--- config.mk ---
export PLATFORM = sky130hd
export DESIGN_NAME = in_reg_filt
export DESIGN_NICKNAME = d
export VERILOG_FILES = /design/src/rtl/in_reg_filt.sv
export SDC_FILE = /design/constraint.sdc
export NUM_CORES = 1
export LEC_CHECK = 0
export BUFFER_PORTS_ARGS = -buffer_cell sky130_fd_sc_hd__buf_2
export CAP_MARGIN = 10
export CORE_AREA = 2 2 39 41
export CTS_BUF_LIST = sky130_fd_sc_hd__clkbuf_8
export CTS_CLUSTER_SIZE = 14
export DETAILED_ROUTE_END_ITERATION = 10
export DIE_AREA = 0 0 41 43
export PLACE_DENSITY = 0.69
export SYNTH_ARGS = -nofsm -noshare
export SYNTH_HDL_FRONTEND = slang
export SYNTH_SLANG_ARGS = --single-unit
export TNS_END_PERCENT = 20
--- constraint.sdc ---
create_clock -name clk -period 1.15 [get_ports clk]
set_input_delay 0.23 -clock clk [delete_from_list [all_inputs] [get_ports clk]]
set_output_delay 0.23 -clock clk [all_outputs]
set_load 0.02 [all_outputs]
--- src/rtl/in_reg_filt.sv ---
// Pad input register: synchronizer, stable-count glitch filter, edge detect,
// and a single-entry valid/ready edge event with a sticky overflow flag.
module in_reg_filt #(
  parameter int   SYNC_STAGES = 2,
  parameter int   FILTER_LEN  = 4,
  parameter logic RESET_VAL   = 1'b0
) (
  input  logic clk,
  input  logic rst_n,
  input  logic padIn,
  input  logic sel,
  output logic dataOut,
  output logic rise,
  output logic fall,
  output logic evt_valid,
  output logic evt_type,
  input  logic evt_ready,
  output logic ovf,
  input  logic ovf_clr
);

  // Terminal count of the 4-bit stability counter; unused when the filter is off.
  localparam logic [3:0] CNT_MAX = (FILTER_LEN == 0) ? 4'd0 : 4'(FILTER_LEN - 1);

  logic [SYNC_STAGES-1:0] sync_ff;
  logic                   sync_q;
  logic                   filt;
  logic                   filt_d;
  logic                   filt_nxt;
  logic [3:0]             cnt;
  logic [3:0]             cnt_nxt;
  logic                   filt_edge;

  assign sync_q = sync_ff[SYNC_STAGES-1];

  // NOTE: sequential state uses non-blocking assignments so every flop samples
  // the pre-edge value of its neighbour; blocking here would collapse the chain.
  always_ff @(posedge clk or negedge rst_n) begin
    if (!rst_n) begin
      sync_ff <= {SYNC_STAGES{RESET_VAL}};
    end else begin
      sync_ff <= {sync_ff[SYNC_STAGES-2:0], padIn};
    end
  end

  // NOTE: both outputs get a default before any branch, otherwise a missed
  // path would infer a latch instead of combinational logic.
  always_comb begin
    filt_nxt = filt;
    cnt_nxt  = 4'd0;
    if (FILTER_LEN == 0) begin
      filt_nxt = sync_q;
    end else if (sync_q == filt) begin
      cnt_nxt = 4'd0;
    end else if (cnt == CNT_MAX) begin
      filt_nxt = sync_q;
    end else begin
      cnt_nxt = cnt + 4'd1;
    end
  end

  assign filt_edge = (filt_nxt != filt);

  always_ff @(posedge clk or negedge rst_n) begin
    if (!rst_n) begin
      filt   <= RESET_VAL;
      filt_d <= RESET_VAL;
      cnt    <= 4'd0;
    end else begin
      filt   <= filt_nxt;
      filt_d <= filt;
      cnt    <= cnt_nxt;
    end
  end

  assign rise = filt & ~filt_d;
  assign fall = ~filt & filt_d;

  // A new edge always wins the single slot; it only counts as lost data when
  // the previous event was still unaccepted.
  always_ff @(posedge clk or negedge rst_n) begin
    if (!rst_n) begin
      evt_valid <= 1'b0;
      evt_type  <= 1'b0;
      ovf       <= 1'b0;
    end else begin
      if (filt_edge) begin
        evt_valid <= 1'b1;
        evt_type  <= filt_nxt;
      end else if (evt_valid && evt_ready) begin
        evt_valid <= 1'b0;
      end

      if (filt_edge && evt_valid && !evt_ready) begin
        ovf <= 1'b1;
      end else if (ovf_clr) begin
        ovf <= 1'b0;
      end
    end
  end

  assign dataOut = sel ? padIn : filt;

endmodule

==> impl_metrics.json, run 1 <==
{
  "fmax_ghz": 0.762,
  "syn-num-nets": 42,
  "route.detailed.wl_per_inst_um": 11.9,
  "initialDrtViolationCount": 12,
  "via_count": 342,
  "rows": 14,
  "yosysUniqueCellTypes": 19,
  "dieArea_um2": 1760,
  "drc": 0,
  "cts.sinks": 11,
  "hp-class": "in2reg",
  "grt_pass1_wl_um": 1350,
  "grt_pass1_vias": 335,
  "initial_core_util_pct": 33.4,
  "ys_seq_area_share_pct": 59.6,
  "syn_to_final_growth_pct": 47.7,
  "synthTopCellsByCount": "11 x dfrtp_1, 3 x a21oi_1, 3 x nor2b_1",
  "period_share_pct": 114,
  "io_buffers": 11,
  "synth.area.top_cells": "dfrtp_1 60%, nor2b_1 4.1%, nor3b_4 4.1%",
  "drt.antenna.violating_nets": 0,
  "cts_tree": "built",
  "synth_ff_type": "dfrtp_1",
  "multi_input_area_um2": 204,
  "die_y_um": 43,
  "slew-limit-headroom_pct": 84.6,
  "cts_root_buf": "clkbuf_8",
  "start_kind": "flip-flop",
  "synth_top_area_share_pct": 59.6,
  "antennaDiodeCount": 0,
  "drv_cap": 0,
  "grt_use_met3_pct": 4.71,
  "grt_overflow": 0,
  "globalRouteMet2Util_pct": 19.7,
  "die_w_um": 41,
  "skew_ps": 2.67,
  "final_layout_size_suffix_gt1_share_pct": 51.7,
  "hold_violations": 0,
  "yosys.area.top_type": "dfrtp_1",
  "crit_type": "reg2out",
  "p_per_area_nw_per_um2": 2220,
  "slew_viol_final": 0,
  "stdcell_count": 74,
  "placedCellCount": 68,
  "grt_busiest_layer": "met2",
  "routed_wl_um": 879,
  "grt_util_met1_pct": 11.4,
  "synth_most_common_cell": "dfrtp_1",
  "nFillCells": 134,
  "drtPass1Iterations": 4,
  "core_um2": 1380,
  "viasPerCell": 4.62,
  "htree_levels": 1,
  "synth_area_um2": 462,
  "critPathMaxFanout": 6,
  "synth_async_sr_flop_share_pct": 100,
  "violations": "setup timing",
  "max-vdd-ir-drop_uv": 977,
  "clk_path_buf_depth": 2,
  "synth_edf_count": 0,
  "final_area_um2": 682,
  "status": "finished, violations left",
  "setup_violations": 6,
  "worst_slew_pin_slew_ps": 228,
  "rsz0062_at_grt": "yes",
  "timing.final.ws_setup_ps": -162,
  "cp-end-kind": "output pin",
  "yosysWarnings": 0,
  "hpwl_um": 648,
  "p_leak_nw": 0.325,
  "nets": 66,
  "cts_buffers": 3,
  "r2r_slack_ps": -70,
  "regArea_um2": 277,
  "antenna_found_initial": 0,
  "required_ps": 920,
  "dpl-instance-area_um2": 584,
  "cp_data_arrival_time_ps": 1080,
  "clk_latency_ps": 240,
  "clkTransAtPathRegs_ps": 50,
  "min_period_ps": 1310,
  "grt_max_degree": 12,
  "synth_cells": 35,
  "grt_util_all_layers_pct": 12.6,
  "ys_ff_latch": 11,
  "boundaryPins": 12,
  "place_congestion": 0.760,
  "synth_area_per_cell_um2": 13.2
}
report_power, final:
group	switching [mW]	total (mW)	internal (mW)
Clock	0.138	0.372	0.234
Combinational	0.249	0.582	0.332
Sequential	0.0798	0.557	0.477
routing by layer:
layer  wire (µm)  part of all wire, %  vias up
met3          62                  7.1        4
met2         441                   50       16
met5           0                    0        -
met4          36                  4.1        0
li1            -                    -      166
met1         338                   38      156
placed cells by master, fill, tap and decap left out, types with 2 or more instances in the layout:
| cell | count |
|---|---|
| buf_4 | 9 |
| inv_1 | 3 |
| nand2_1 | 2 |
| clkbuf_8 | 3 |
| nor2b_1 | 3 |
| buf_2 | 8 |
| a21oi_1 | 3 |
| dfrtp_1 | 10 |
sequential cells by signal, indices dropped and copies added (netlist names):
signal	count
sync_ff	2
filt	1
evt_type	1
evt_valid	1
cnt	4
filt_d	1
ovf	1
area by class of cell:
class                      count  share of cell area, %
inverter                       2                   1.10
clock buffer                   3                   6.06
sequential                    11                   40.6
clock inverter                 1                  0.550
multi-input combinational     22                   29.9
timing repair buffer          19                   18.9
tap                           16                   2.94
stage by stage:
step	util (%)	worst slack (ps)	hold slack, ps	power [mW]	setup TNS [ps]
finish	49.3	-162	110	1.51	-346
global route	49.3	-199	111	1.60	-640
CTS	47.5	-182	106	1.46	-436
detailed placement	42.2	-72.7	111	1.03	-176
global placement	42.2	-38.4	108	1.02	-56.1
floorplan	-	-101	-65.6	0.828	-101
worst max-delay path: stages (launching register included):
cell and delay [ps]:
dfrtp_2 430, mux2_2 280, buf_6 130
path summary, 6_finish.rpt:
kind / to / cells after the start / startpoint
worst max register to register: filt / 3 / cnt[0]
worst min register to register: sync_ff[1] / 0 / sync_ff[0]
worst min-delay path: sync_ff[0] / 1 / padIn
worst max-delay path: dataOut / 2 / filt
min in group asynchronous: cnt[2] / 2 / rst_n
max in group asynchronous: filt / 2 / rst_n
kinds of logic (layout without fill, tap and decap cells):
| kind of cell | Yosys count | in the layout | share of synthesized area (%) |
|---|---|---|---|
| flip-flops | 11 | 11 | 59.6 |
| AND/OR/NAND/NOR | 12 | 12 | 18.7 |
| buffers and inverters | 2 | 25 | 1.63 |
| adder cells (fa/ha/maj) | 1 | 1 | 2.71 |
| AO/OA/AOI/OAI | 5 | 5 | 7.86 |
| multiplexers | 2 | 2 | 5.69 |
| XOR/XNOR | 2 | 2 | 3.79 |
repair_timing:
item,4_1_cts,5_1_grt
pin swaps,0,1
setup endpoints to repair,6,8
hold endpoints to repair,11,0
hold buffers,1,0
gates resized for setup,5,3
cloned,0,0
setup buffers,0,1
Power figures use the tool's default switching activity.
==> run 2, diff against run 1 <==
--- a/config.mk
+++ b/config.mk
@@ -13,6 +13,7 @@
 export DETAILED_ROUTE_END_ITERATION = 10
 export DIE_AREA = 0 0 41 43
 export PLACE_DENSITY = 0.69
+export REMOVE_ABC_BUFFERS = 1
 export SYNTH_ARGS = -nofsm -noshare
 export SYNTH_HDL_FRONTEND = slang
 export SYNTH_SLANG_ARGS = --single-unit
==> impl_metrics.json, run 2 (synthesized netlist as in run 1, its figures left out) <==
{
  "status": "finished, violations left",
  "violations": "setup timing",
  "skew_ps": 4.04,
  "grt_util_all_layers_pct": 12.1,
  "pre_cts_ws_ps": -85.6,
  "htree_levels": 1,
  "cp-end-kind": "output pin",
  "p_per_area_nw_per_um2": 2180,
  "layout_common_cells": "10 x dfrtp_1, 9 x buf_2, 8 x buf_4",
  "min_period_ps": 1310,
  "initial_core_util_pct": 33.4,
  "period_share_pct": 114,
  "start_kind": "flip-flop",
  "critPathMaxFanout": 5,
  "final_area_um2": 672,
  "cts_root_buf": "clkbuf_8",
  "p_leak_nw": 0.323,
  "timing.final.ws_setup_ps": -157,
  "grt_pass1_vias": 354,
  "grt_pass1_wl_um": 1370,
  "drc": 0,
  "drv_cap": 0,
  "via_count": 338,
  "initialDrtViolationCount": 1,
  "syn_to_final_growth_pct": 45.5,
  "hp-start": "padIn",
  "rows": 14,
  "clkTransAtPathRegs_ps": 50,
  "drtPass1Iterations": 2,
  "die_w_um": 41,
  "routed_wl_um": 790,
  "dieArea_um2": 1760,
  "fin_hold_ws_ps": 114,
  "clk_path_buf_depth": 2,
  "regMostFlops": "cnt",
  "largest_reg_flops": 4,
  "io_buffers": 11,
  "required_ps": 920,
  "antenna_found_initial": 0,
  "min_to": "sync_ff[0]",
  "nets": 66,
  "slew-limit-headroom_pct": 83.1,
  "worst_slew_pin_slew_ps": 253,
  "r2r-end": "filt",
  "slew_viol_final": 0,
  "setup_violations": 7,
  "final_layout_size_suffix_gt1_share_pct": 53.4,
  "clk_latency_ps": 230,
  "reg2regPathDepth": 3,
  "hold_violations": 0,
  "dpl-instance-area_um2": 582,
  "antennaDiodeCount": 0,
  "rsz0062_at_grt": "yes",
  "route.detailed.wl_per_inst_um": 10.7,
  "final_common_cell": "dfrtp_1",
  "fin_util_pct": 48.6,
  "fmax_ghz": 0.765,
  "largestRegisters": "cnt (4), sync_ff (2)",
  "die_y_um": 43,
  "cts.sinks": 11,
  "crit_type": "reg2out",
  "max-vdd-ir-drop_uv": 856,
  "fin_setup_tns_ps": -387,
  "grt_max_degree": 12,
  "place_congestion": 0.848,
  "cts_tree": "built",
  "cts_buffers": 3,
  "viasPerCell": 4.57,
  "grt_overflow": 0,
  "drt.antenna.violating_nets": 0,
  "r2r_start": "cnt[1]",
  "holdPathStages": 1,
  "hpwl_um": 596,
  "core_um2": 1380,
  "r2r_slack_ps": -110,
  "boundaryPins": 12,
  "hp-class": "in2reg",
  "cp_data_arrival_time_ps": 1080
}
## run 2: cell count changes in the layout (fill, tap and decap cells not counted)
cell and delta:
nand2_2 +1, buf_2 +1, buf_4 -1, ha_4 -1, nand2_1 -1, ha_2 +1
## run 2: what timing repair did
| action | CTS | global route |
|---|---|---|
| gates resized for setup | 6 | 2 |
| hold buffers | 1 | 0 |
| setup endpoints to repair | 7 | 8 |
| hold endpoints to repair | 11 | 0 |
| pin swaps | 1 | 1 |
| buffers inserted | 1 | 0 |
## run 2: final cells by class
cell class / instances / area [µm²]
Inverter: 2 / 7.51
Fill cell: 121 / 712
Clock inverter: 1 / 3.75
Multi-Input combinational cell: 22 / 196
Tap cell: 16 / 20.0
Clock buffer: 3 / 41.3
Sequential cell: 11 / 277
Timing Repair Buffer: 19 / 126
## run 2: metal layers
| layer | track usage, % | part of all wire (%) | vias up |
|---|---|---|---|
| li1 | - | - | 168 |
| met3 | 3.14 | 4.4 | 2 |
| met2 | 17.2 | 53 | 9 |
| met1 | 13.6 | 41 | 159 |
| met5 | 0 | 0 | - |
| met4 | 12.0 | 1.3 | 0 |
## run 2: critical path, cell delays in order, from the launching register on
cell and delay, ps:
dfrtp_2 430, mux2_2 280, buf_6 130
## run 2: worst max path at each step
stage	to	slack (ps)	depth (start not counted)	start
finish	dataOut	-160	2	filt
global placement	evt_type	-50	4	cnt[0]
CTS	dataOut	-170	2	filt
detailed placement	filt	-90	3	cnt[0]
floorplan	filt	-100	3	cnt[0]
global route	dataOut	-190	2	filt
## run 2: power breakdown
group          switching [mW]  internal, mW  leakage (nW)
registers              0.0638         0.477         0.141
clock network           0.131         0.233        0.0269
logic                   0.248         0.312         0.155
total                   0.443          1.02         0.323
## run 2: per-stage QoR
step	power (mW)	cells
global placement	1.02	68
CTS	1.48	74
detailed placement	1.03	68
global route	1.57	74
finish	1.47	74
floorplan	0.826	35
